--- config.mk ---
export PLATFORM = sky130hd
export DESIGN_NAME = dbg_executor
export DESIGN_NICKNAME = d
export VERILOG_FILES = /design/src/rtl/dbg_executor.sv
export SDC_FILE = /design/constraint.sdc
export NUM_CORES = 1
export LEC_CHECK = 0
export CAP_MARGIN = 20
export CORE_MARGIN = 2
export CORE_UTILIZATION = 35
export CTS_BUF_LIST = sky130_fd_sc_hd__clkbuf_8
export CTS_CLUSTER_DIAMETER = 200
export DETAILED_ROUTE_END_ITERATION = 10
export HOLD_SLACK_MARGIN = 0.08
export PLACE_DENSITY_LB_ADDON = 0.2
export SKIP_LAST_GASP = 1
export SLEW_MARGIN = 0
export SYNTH_ARGS = -nofsm -noshare
export SYNTH_HDL_FRONTEND = slang
export SYNTH_SLANG_ARGS = --single-unit
export TNS_END_PERCENT = 1
--- constraint.sdc ---
create_clock -name clk -period 6 [get_ports clk]
set_input_delay 1.5 -clock clk [delete_from_list [all_inputs] [get_ports clk]]
set_output_delay 1.5 -clock clk [all_outputs]
set_load 0.05 [all_outputs]
--- src/rtl/dbg_executor.sv ---
// Debug command executor: runs one decoded command as a single debug-bus access and streams
// a status byte, plus read data for successful READs, to the UART transmitter.
module dbg_executor #(
    parameter int unsigned DatW       = 4,
    parameter int unsigned AdrW       = 4,
    parameter int unsigned BusTimeout = 1024
) (
    input  logic                         clk,
    input  logic                         rst,

    input  logic [8*(1+AdrW+DatW)-1:0]   cmd,
    input  logic                         cmd_valid,
    input  logic                         dec_error,
    output logic                         busy,
    output logic                         cmd_dropped,

    output logic                         bus_req,
    output logic                         bus_we,
    output logic [8*AdrW-1:0]            bus_addr,
    output logic [8*DatW-1:0]            bus_wdata,
    input  logic                         bus_ack,
    input  logic                         bus_err,
    input  logic [8*DatW-1:0]            bus_rdata,

    output logic [7:0]                   tx_data,
    output logic                         tx_valid,
    input  logic                         tx_ready
);

    localparam int unsigned AW   = 8 * AdrW;
    localparam int unsigned DW   = 8 * DatW;
    localparam int unsigned CmdW = 8 * (1 + AdrW + DatW);
    localparam int unsigned TmoW = $clog2(BusTimeout);
    localparam int unsigned CntW = (DatW > 1) ? $clog2(DatW) : 1;

    localparam logic [TmoW-1:0] TmoLast  = TmoW'(BusTimeout - 1);
    localparam logic [CntW-1:0] ByteLast = CntW'(DatW - 1);

    localparam logic [7:0] OpRead  = 8'h01;
    localparam logic [7:0] OpWrite = 8'h02;
    localparam logic [7:0] OpPing  = 8'h03;

    localparam logic [7:0] StatOk      = 8'hA0;
    localparam logic [7:0] StatBusErr  = 8'hE1;
    localparam logic [7:0] StatTimeout = 8'hE2;
    localparam logic [7:0] StatBadOp   = 8'hE3;
    localparam logic [7:0] StatDecErr  = 8'hE4;

    typedef enum logic [1:0] {
        StIdle,
        StBus,
        StRespStatus,
        StRespData
    } state_e;

    state_e          state;
    logic [7:0]      opcode_q;
    logic [DW-1:0]   rdata_q;
    logic [TmoW-1:0] tmo_cnt;
    logic [CntW-1:0] byte_cnt;

    logic [7:0]      cmd_op;
    logic [AW-1:0]   cmd_addr;
    logic [DW-1:0]   cmd_wdata;
    logic            cmd_is_bus;
    logic [7:0]      rdata_top;

    assign cmd_op     = cmd[CmdW-1 -: 8];
    assign cmd_addr   = cmd[DW +: AW];
    assign cmd_wdata  = cmd[DW-1:0];
    assign cmd_is_bus = (cmd_op == OpRead) || (cmd_op == OpWrite);
    // Read data is shifted left as bytes go out, so the next byte is always on top.
    assign rdata_top  = rdata_q[DW-1 -: 8];

    always_ff @(posedge clk or posedge rst) begin
        if (rst) begin
            state       <= StIdle;
            opcode_q    <= '0;
            rdata_q     <= '0;
            tmo_cnt     <= '0;
            byte_cnt    <= '0;
            busy        <= 1'b0;
            cmd_dropped <= 1'b0;
            bus_req     <= 1'b0;
            bus_we      <= 1'b0;
            bus_addr    <= '0;
            bus_wdata   <= '0;
            tx_data     <= '0;
            tx_valid    <= 1'b0;
        end else begin
            unique case (state)
                StIdle: begin
                    tmo_cnt  <= '0;
                    byte_cnt <= '0;
                    if (dec_error) begin
                        // A decode error discards any command arriving alongside it.
                        opcode_q <= '0;
                        busy     <= 1'b1;
                        tx_valid <= 1'b1;
                        tx_data  <= StatDecErr;
                        state    <= StRespStatus;
                    end else if (cmd_valid) begin
                        opcode_q  <= cmd_op;
                        bus_addr  <= cmd_addr;
                        bus_wdata <= cmd_wdata;
                        bus_we    <= (cmd_op == OpWrite);
                        busy      <= 1'b1;
                        if (cmd_is_bus) begin
                            bus_req <= 1'b1;
                            state   <= StBus;
                        end else begin
                            tx_valid <= 1'b1;
                            tx_data  <= (cmd_op == OpPing) ? StatOk : StatBadOp;
                            state    <= StRespStatus;
                        end
                    end
                end

                StBus: begin
                    if (bus_err || bus_ack || (tmo_cnt == TmoLast)) begin
                        bus_req  <= 1'b0;
                        tx_valid <= 1'b1;
                        state    <= StRespStatus;
                    end
                    if (bus_err) begin
                        tx_data <= StatBusErr;
                    end else if (bus_ack) begin
                        tx_data <= StatOk;
                        if (opcode_q == OpRead) begin
                            rdata_q <= bus_rdata;
                        end
                    end else if (tmo_cnt == TmoLast) begin
                        tx_data <= StatTimeout;
                    end else begin
                        tmo_cnt <= tmo_cnt + TmoW'(1);
                    end
                end

                StRespStatus: begin
                    if (tx_ready) begin
                        if ((opcode_q == OpRead) && (tx_data == StatOk)) begin
                            tx_data  <= rdata_top;
                            rdata_q  <= rdata_q << 8;
                            byte_cnt <= '0;
                            state    <= StRespData;
                        end else begin
                            tx_valid <= 1'b0;
                            busy     <= 1'b0;
                            state    <= StIdle;
                        end
                    end
                end

                StRespData: begin
                    if (tx_ready) begin
                        if (byte_cnt == ByteLast) begin
                            tx_valid <= 1'b0;
                            busy     <= 1'b0;
                            state    <= StIdle;
                        end else begin
                            byte_cnt <= byte_cnt + CntW'(1);
                            tx_data  <= rdata_top;
                            rdata_q  <= rdata_q << 8;
                        end
                    end
                end

                default: begin
                    state <= StIdle;
                end
            endcase

            if ((state != StIdle) && (cmd_valid || dec_error)) begin
                cmd_dropped <= 1'b1;
            end
        end
    end

endmodule

==> flow_summary_export.csv <==
group,metric,value,unit
yosys,synth_ff_type,"dfrtp_1",
global_routing,grt_pass1_wl,22.8,mm
setup_path,worst_setup_path_start_kind,"input pin",
yosys,synth_area_leaders,"dfrtp_1 57%, mux2_2 13%, mux2i_1 5.0%",
layout,seq_area,3280,um2
yosys,synth_area_leader_cell,"dfrtp_1",
floorplan,core,16000,um2
yosys,synth.most_common_cell,"dfrtp_1",
detailed_routing,post-route-drc-count,0,
setup_path,slowest_delay,0.68,ns
placed_design,dp_hpwl,10.1,mm
timing,finalCriticalPeriod,3.68,ns
cts,postCtsSetupRepairBufs,0,
yosys,synth-edff-count,0,
cts,cts_max_path_buffers,2,
cts,cts_resized,0,
floorplan,fp.dieW,132,um
pwr,power_per_cell_area,570,nW/um2
pwr,ir_drop,0.306,mV
floorplan,die_area,17500,um2
floorplan,fp-row-count,46,
timing,hold_violations,0,
cts,cts_hold_buf,0,
setup_path,path_max_fanout,34,
timing,slew_violations,0,
yosys,synth_cells,460,
layout,postLayoutCoreUtil,51.2,%
setup_path,path_class,"in2reg",
detailed_routing,finalWirelength,13.9,mm
yosys,synth_top_area_share,57.0,%
cts,clock_latency,0.43,ns
setup_path,path_cells,"clkdlybuf4s50_1 > or3_4 > nor2_4 > buf_4 > mux2_2",
cts,cts_max_level,4,
detailed_routing,wl_per_cell,15.9,um
yosys,syn_nets,573,
timing,post-route-period-util,61.4,%
flow_run,drv_cap,0,
placed_design,gp_congestion,0.752,
layout,fin_nets,758,
floorplan,die_h,132,um
timing,tightest_slew,0.960,ns
yosys,synth_seq_cells,131,
yosys,async_reset_ff_share,100,%
setup_path,required,6.31,ns
detailed_routing,drtIter0Drc,134,
layout,antenna_cells,0,
layout,synthToLayoutAreaGrowth,42.4,%
timing,setup-tns-final,0,ns
global_routing,grt_usage,16.6,%
timing,fmax,271,MHz
floorplan,start_util,36.0,%
setup_path,endpoint_kind,"register",
layout,drive_gt1_share,18.1,%
yosys,avgSynthCellArea,12.5,um2
setup_path,critPathTopFamily,"simple AND/OR/NAND/NOR gates",
yosys,ys_seq_area_share,57.0,%
worst_hold_path,min_path_type,"reg2reg",
timing,rsz0062_at_grt,"false",
yosys,yosys.cell_types.count,54,
cts,cts_inserted_buffers,17,
status,status,"finished clean",
cts,cts_root_buf,"clkbuf_8",
setup_path,cp_num_buf_inv,2,
layout,multi_input_area,2280,um2
setup_path,cpMaxStageDelayCell,"nor2_4",
global_routing,grt_max_degree,65,
global_routing,antenna_found_initial,0,
cts,cts_tree,"built",
yosys,synth_area,5750,um2
placed_design,portBuffers,187,
cts,numClockSinks,131,
detailed_routing,drtAntennaViolNets,0,
detailed_routing,first_pass_iters,6,
cts,cts.reportedPaths.clkPinSlew,0.07,ns
yosys,yosys_warnings,0,
yosys,netlist_top_cells_count,"131 x dfrtp_1, 64 x mux2_2, 45 x nand2_1",
global_routing,grt_pass1_vias,4314,
pwr,power_leakage,3.53,nW
timing,fin_skew,0.00661,ns
floorplan,io-pin-count,188,
global_routing,overflow,0,
detailed_routing,routed_via_density,4.79,
setup_path,cp.arrival,4.00,ns
timing,slew_headroom,36.0,%
timing,final-setup-viol-count,0,
detailed_routing,vias,4187,
layout,fillers,1484,
[tightest hold or removal path, stage by stage (launching register included)]
cell     delay, ns
dfrtp_1       0.34
nand2_1       0.04
o21ai_0       0.06
[layout make-up]
class,instances,share of cell area (%)
Sequential cell,131,40.0
Inverter,12,0.580
Clock inverter,13,1.74
Tap cell,216,3.30
Multi-Input combinational cell,291,27.8
Timing Repair Buffer,192,23.3
Clock buffer,19,3.19
[power by group]
group | leakage [nW] | switching [mW] | internal (mW)
clock network | 0.219 | 0.335 | 0.425
logic | 1.68 | 1.48 | 0.939
registers | 1.63 | 0.225 | 1.27
[layout by cell type, fill, tap and decap left out, drive strengths merged, types with 4 or more instances in the layout]
cell / count
nor2: 15
clkinv: 6
buf: 5
dfrtp: 131
nor2b: 4
nand3: 5
inv: 15
nand2: 45
o21ai: 40
clkdlybuf4s50: 187
mux2: 68
xnor2: 7
nand2b: 14
nor4: 6
mux2i: 29
a22o: 8
clkbuf: 19
[stage by stage]
| stage | instances | hold WS [ns] | instance area [um2] | total power [mW] | worst slack (ns) |
|---|---|---|---|---|---|
| 2_1_floorplan | 460 | 0.441 | 5750 | 3.18 | 1.00 |
| 3_3_place_gp | 842 | 0.459 | 7790 | 3.90 | 1.89 |
| 3_5_place_dp | 842 | 0.463 | 7790 | 3.95 | 1.86 |
| 4_1_cts | 874 | 0.479 | 8190 | 4.73 | 2.32 |
| 5_1_grt | 874 | 0.511 | 8190 | 4.92 | 2.21 |
| 6_report | 874 | 0.472 | 8190 | 4.67 | 2.32 |
[flip-flops by register name, indices dropped and copies added (netlist names)]
| signal | flops |
|---|---|
| cmd_dropped | 1 |
| bus_wdata | 32 |
| byte_cnt | 2 |
| tx_valid | 1 |
| tmo_cnt | 10 |
| busy | 1 |
| bus_we | 1 |
| tx_data | 8 |
| bus_addr | 32 |
| opcode_q | 8 |
| state | 2 |
| bus_req | 1 |
| rdata_q | 32 |
[routing by layer]
layer  vias to the layer above  part of all wire, %  GRT usage (%)
li1                       1997                    -              -
met1                      2041                   42           20.1
met2                       126                   51           27.6
met3                        23                  5.4           5.19
met4                         0                  2.1           6.51
met5                         -                    0              0
[kinds of logic (layout without fill, tap and decap cells)]
kind of cell,count (synthesis),count (layout),share of synthesized area [%]
multiplexers,97,97,18.6
buffers and inverters,38,236,3.54
adder cells (fa/ha/maj),2,2,0.435
XOR/XNOR,9,9,1.37
AO/OA/AOI/OAI,70,70,7.85
flip-flops,131,131,57.0
AND/OR/NAND/NOR,113,113,11.2
[worst paths after layout]
check                             from      endpoint  slack (ns)  cells after the start
setup / recovery             dec_error   bus_addr[6]        2.32                      5
hold reg to reg            rdata_q[29]   rdata_q[29]        0.47                      2
max in group asynchronous          rst  bus_wdata[2]        3.45                      3
setup reg to reg              state[0]   bus_addr[6]        3.38                      4
hold / removal             rdata_q[29]   rdata_q[29]        0.47                      2
min in group asynchronous          rst   bus_addr[1]        1.54                      2
(Power assumes the default switching activity.)
